[src/rtl/arith_pkg.sv]
// Shared definitions for the arithmetic unit's serial datapaths.
// Holds the control-state encoding and the default operand width.
package arith_pkg;

    typedef enum logic [1:0] {
        IDLE  = 2'd0,
        SHIFT = 2'd1,
        DONE  = 2'd2
    } state_t;

    localparam int SUB_WIDTH = 4;

endpackage

[src/rtl/full_sub.sv]
// One-bit full subtractor cell built from gates: d = a - b - bin.
// Produces the difference bit and the borrow out to the next bit position.
module full_sub (
    output logic d,
    output logic bout,
    input  logic bin,
    input  logic a,
    input  logic b
);

    logic a_x_b;
    logic a_x_b_n;
    logic a_n;
    logic brw_ab;
    logic brw_in;

    xor u_x0 (a_x_b, a, b);
    xor u_x1 (d, a_x_b, bin);
    not u_n0 (a_n, a);
    and u_a0 (brw_ab, a_n, b);
    // Equal bits only pass the incoming borrow through.
    not u_n1 (a_x_b_n, a_x_b);
    and u_a1 (brw_in, a_x_b_n, bin);
    or  u_o0 (bout, brw_ab, brw_in);

endmodule

[src/rtl/serial_subtractor.sv]
// Bit-serial unsigned subtractor: diff = a - b, one bit per clock, LSB first,
// through a single full_sub cell, with a start/busy/done handshake.
module serial_subtractor
    import arith_pkg::*;
#(
    parameter int WIDTH = SUB_WIDTH
) (
    input  logic             clk,
    input  logic             rst_n,
    input  logic             start,
    input  logic [WIDTH-1:0] a,
    input  logic [WIDTH-1:0] b,
    output logic             busy,
    output logic             done,
    output logic [WIDTH-1:0] diff,
    output logic             borrow
);

    localparam int               CNT_W = $clog2(WIDTH + 1);
    localparam logic [CNT_W-1:0] LAST  = CNT_W'(WIDTH - 1);

    state_t           state_q;
    state_t           state_d;
    logic [CNT_W-1:0] cnt_q;
    logic [WIDTH-1:0] a_sh;
    logic [WIDTH-1:0] b_sh;
    logic [WIDTH-2:0] res_sh;
    logic [WIDTH-1:0] res_next;
    logic             brw_q;
    logic             d_bit;
    logic             bout_bit;
    logic             accept;

    full_sub u_cell (
        .d    (d_bit),
        .bout (bout_bit),
        .bin  (brw_q),
        .a    (a_sh[0]),
        .b    (b_sh[0])
    );

    assign accept   = start && (state_q != SHIFT);
    // The newest bit enters at the MSB; after WIDTH shifts bit 0 lands at the LSB.
    assign res_next = {d_bit, res_sh};

    always_comb begin
        // NOTE: every output of this block gets a default first so no path infers a latch.
        state_d = state_q;
        busy    = 1'b0;
        done    = 1'b0;
        unique case (state_q)
            IDLE: begin
                if (start) state_d = SHIFT;
            end
            SHIFT: begin
                busy = 1'b1;
                if (cnt_q == LAST) state_d = DONE;
            end
            DONE: begin
                done    = 1'b1;
                state_d = start ? SHIFT : IDLE;
            end
            default: state_d = IDLE;
        endcase
    end

    always_ff @(posedge clk or negedge rst_n) begin
        // NOTE: non-blocking assignments so every flop samples pre-edge values.
        if (!rst_n) state_q <= IDLE;
        else        state_q <= state_d;
    end

    always_ff @(posedge clk or negedge rst_n) begin
        // NOTE: datapath registers are reset as well; diff/borrow must read 0 out of reset.
        if (!rst_n) begin
            cnt_q  <= '0;
            a_sh   <= '0;
            b_sh   <= '0;
            res_sh <= '0;
            brw_q  <= 1'b0;
            diff   <= '0;
            borrow <= 1'b0;
        end else if (accept) begin
            a_sh  <= a;
            b_sh  <= b;
            brw_q <= 1'b0;
            cnt_q <= '0;
        end else if (state_q == SHIFT) begin
            a_sh   <= a_sh >> 1;
            b_sh   <= b_sh >> 1;
            brw_q  <= bout_bit;
            res_sh <= res_next[WIDTH-1:1];
            cnt_q  <= cnt_q + CNT_W'(1);
            // Outputs change only on the final bit so they never show partial results.
            if (cnt_q == LAST) begin
                diff   <= res_next;
                borrow <= bout_bit;
            end
        end
    end

endmodule
[config.mk]
export PLATFORM = sky130hd
export DESIGN_NAME = serial_subtractor
export DESIGN_NICKNAME = d
export VERILOG_FILES = /design/src/rtl/arith_pkg.sv /design/src/rtl/full_sub.sv /design/src/rtl/serial_subtractor.sv
export SDC_FILE = /design/constraint.sdc
export NUM_CORES = 1
export LEC_CHECK = 0
export CAP_MARGIN = 15
export CORE_MARGIN = 8
export CORE_UTILIZATION = 48
export CTS_BUF_LIST = sky130_fd_sc_hd__clkbuf_8
export CTS_CLUSTER_DIAMETER = 50
export DETAILED_ROUTE_END_ITERATION = 16
export MAX_ROUTING_LAYER = met4
export PLACE_DENSITY = 0.77
export SYNTH_ARGS = -nofsm -noshare
export SYNTH_HDL_FRONTEND = slang
export SYNTH_HIERARCHICAL = 1
export SYNTH_SLANG_ARGS = --single-unit
[constraint.sdc]
create_clock -name clk -period 1.31 [get_ports clk]
set_input_delay 0.3275 -clock clk [delete_from_list [all_inputs] [get_ports clk]]
set_output_delay 0.3275 -clock clk [all_outputs]
set_load 0.05 [all_outputs]
==> flow_metrics.env <==
export IMPL_grt_max_degree=23
export IMPL_outcome="finished, violations left"
export IMPL_cp_cell_sequence="ha_2, ha_4, nand3b_1, buf_6, mux2_4"
export IMPL_clock_latency_ns=0.26
export IMPL_p_per_area_nw_per_um2=2710
export IMPL_synthCells=70
export IMPL_place_congestion=0.726
export IMPL_cp_arrival_ns=1.58
export IMPL_ant_nets=0
export IMPL_synthDistinctLibCells=15
export IMPL_final_nets=120
export IMPL_cts_root_buf="clkbuf_8"
export IMPL_port_buffers=17
export IMPL_violations="negative setup slack"
export IMPL_netlist_top_cells_count="22 x dfrtp_1, 16 x mux2_2, 7 x inv_1"
export IMPL_vias=652
export IMPL_drive_gt1_frac=0.543
export IMPL_yosysTopAreaCell="dfrtp_1"
export IMPL_clock_skew_ns=0.00705
export IMPL_wl_per_cell_um=17.4
export IMPL_startpoint_type="flop"
export IMPL_max_clock_freq_ghz=0.701
export IMPL_seq_area_frac_synth=0.545
export IMPL_synth_avg_cell_area_um2=14.4
export IMPL_endpoint_kind="flop"
export IMPL_worst_slack_ns=-0.117
export IMPL_fin_crit_sh=1.09
export IMPL_hpwl_um=1510
export IMPL_rsz0062_at_grt="true"
export IMPL_worst_path_max_fanout=3
export IMPL_hold_ws_ns=0.419
export IMPL_drv_slew=0
export IMPL_ys_ff_latch=22
export IMPL_drt_total_wl_um=2300
export IMPL_synth_top_cells_by_area="dfrtp_1 54%, mux2_2 18%, mux2_4 8.9%"
export IMPL_antenna_found_initial=0
export IMPL_cts_sinks=22
export IMPL_worstMarginPinSlew_ns=0.294
export IMPL_numCtsBuffers=3
export IMPL_slew_headroom=0.804
export IMPL_drv_cap=0
export IMPL_overflow=0
export IMPL_period_minus_slack_ns=1.43
export IMPL_die_y_um=61.9
export IMPL_power_mw=4.16
export IMPL_finalHoldViolCount=0
export IMPL_grt_pass1_vias=728
export IMPL_synth_enable_flop_cells=0
export IMPL_synth_most_common_cell="dfrtp_1"
export IMPL_grt_pass1_wl_um=3550
export IMPL_path_class="reg2reg"
export IMPL_clkTransAtPathRegs_ns=0.08
export IMPL_multi_input_area_um2=468
export IMPL_clock_path_buffers=2
export IMPL_grt_usage=0.134
export IMPL_peakVddDrop_mv=2.15
export IMPL_insertedDiodeCount=0
export IMPL_routed_via_density=4.94
export IMPL_setup_viol=8
export IMPL_synth_main_ff_cell="dfrtp_1"
export IMPL_required_ns=1.46
export IMPL_async_reset_ff_frac=1.00
export IMPL_core_um2=1980
export IMPL_cts_hold_buf=0
export IMPL_die_x_um=61.9
export IMPL_initial_core_util=0.510
export IMPL_setup_tns_ns=-0.674
export IMPL_ys_warn_count=6
export IMPL_netlist_area_um2=1010
export IMPL_synth_nets=84
export IMPL_cp_slowest_cell="dfrtp_1"
export IMPL_leakage_nw=0.745
export IMPL_synth_top_area_share=0.545
export IMPL_h_tree_depth=1
export IMPL_n_fill_cell=116
export IMPL_die_area_um2=3830
export IMPL_cts_tree="done"
export IMPL_detail_route_iter0_violations=6
export IMPL_firstDrtPassIters=4
export IMPL_drc=0
export IMPL_holdCritPathClass="in2async"
export IMPL_rows=16
export IMPL_regArea_um2=552
export IMPL_syn_to_final_growth_pct=52.0
export IMPL_max_stage_delay_ns=0.39
export IMPL_pin_count=18
-- cells in the final DEF, fill, tap and decap left out, types with 2 or more instances in the layout --
cell	count
mux2i_1	4
buf_4	10
buf_12	7
inv_2	2
clkbuf_8	3
nor2_1	2
nand2b_1	2
mux2_4	12
mux2_2	10
inv_1	4
dfrtp_1	21
clkdlybuf4s50_1	9
buf_6	6
-- worst paths after layout --
kind,slack (ns),startpoint,end,cells past startpoint
max,-0.12,cnt_q[1]$_DFFE_PN0P_,diff[2]$_DFFE_PN0P_,5
min,0.42,rst_n,a_sh[0]$_DFFE_PN0P_,2
max reg2reg,-0.12,cnt_q[1]$_DFFE_PN0P_,diff[2]$_DFFE_PN0P_,5
min reg2reg,0.51,b_sh[1]$_DFFE_PN0P_,b_sh[0]$_DFFE_PN0P_,1
max in group asynchronous,0.64,rst_n,state_q[0]$_DFFE_PN0P_,2
min in group clk,0.51,b_sh[1]$_DFFE_PN0P_,b_sh[0]$_DFFE_PN0P_,1
-- per-layer routing --
| metal | share of wire | up-vias | GRT usage |
|---|---|---|---|
| li1 | - | 306 | - |
| met1 | 0.39 | 333 | 0.143 |
| met2 | 0.56 | 11 | 0.236 |
| met3 | 0.047 | 2 | 0.0309 |
| met4 | 0.0052 | 0 | 0.0455 |
| met5 | 0 | - | - |
-- where the power goes --
group / internal [mW] / switching [mW] / total [mW]
clock network: 0.408 / 0.216 / 0.624
logic: 1.33 / 0.964 / 2.29
registers: 0.994 / 0.253 / 1.25
total: 2.73 / 1.43 / 4.16
-- state kept, by name (all words and copies together) (netlist names) --
signal,cells
brw_q,1
cnt_q,3
res_sh,3
a_sh,4
b_sh,4
borrow,1
diff,4
state_q,2
-- through the flow --
| step | instance area [um^2] | std cells | utilization | setup WS [ns] |
|---|---|---|---|---|
| 3_5_place_dp | 1370 | 121 | 0.689 | -0.416 |
| 3_3_place_gp | 1370 | 121 | 0.689 | -0.354 |
| 5_1_grt | 1540 | 132 | 0.775 | -0.183 |
| 6_report | 1540 | 132 | 0.775 | -0.117 |
| 2_1_floorplan | 1040 | 70 | - | -0.0721 |
| 4_1_cts | 1500 | 129 | 0.758 | -0.123 |
-- layout make-up --
cell class	instances	area share
flip-flops and latches	22	0.359
multi-input cells	39	0.305
repair buffers	33	0.248
clock buffers	3	0.0269
well taps	27	0.0220
clock inverters	1	0.0195
inverters	7	0.0195
-- cells by family after synthesis --
| family | Yosys count | synth area share |
|---|---|---|
| muxes | 26 | 0.307 |
| DFF | 22 | 0.545 |
| buffers and inverters | 9 | 0.0446 |
| and+or+nand+nor | 9 | 0.0532 |
| adders and majority gates | 3 | 0.0446 |
| AOI/OAI and AO/OA | 1 | 0.00619 |
-- worst max-delay path: cells and delay by family (launching register included) --
kind / cells / cell delay (ns)
adder cells (fa/ha/maj): 2 / 0.36
flip-flops: 1 / 0.39
multiplexers: 1 / 0.30
AND/OR/NAND/NOR: 1 / 0.14
buffers and inverters: 1 / 0.14
-- what timing repair did --
item | in CTS | in global routing
pin swaps | 4 | 3
cloned | 0 | 0
hold endpoints to repair | 0 | 0
endpoints found under the setup margin | 14 | 8
setup buffers | 4 | 3
gates resized for setup | 13 | 3
Note: power is estimated with default switching activity, not from simulation.
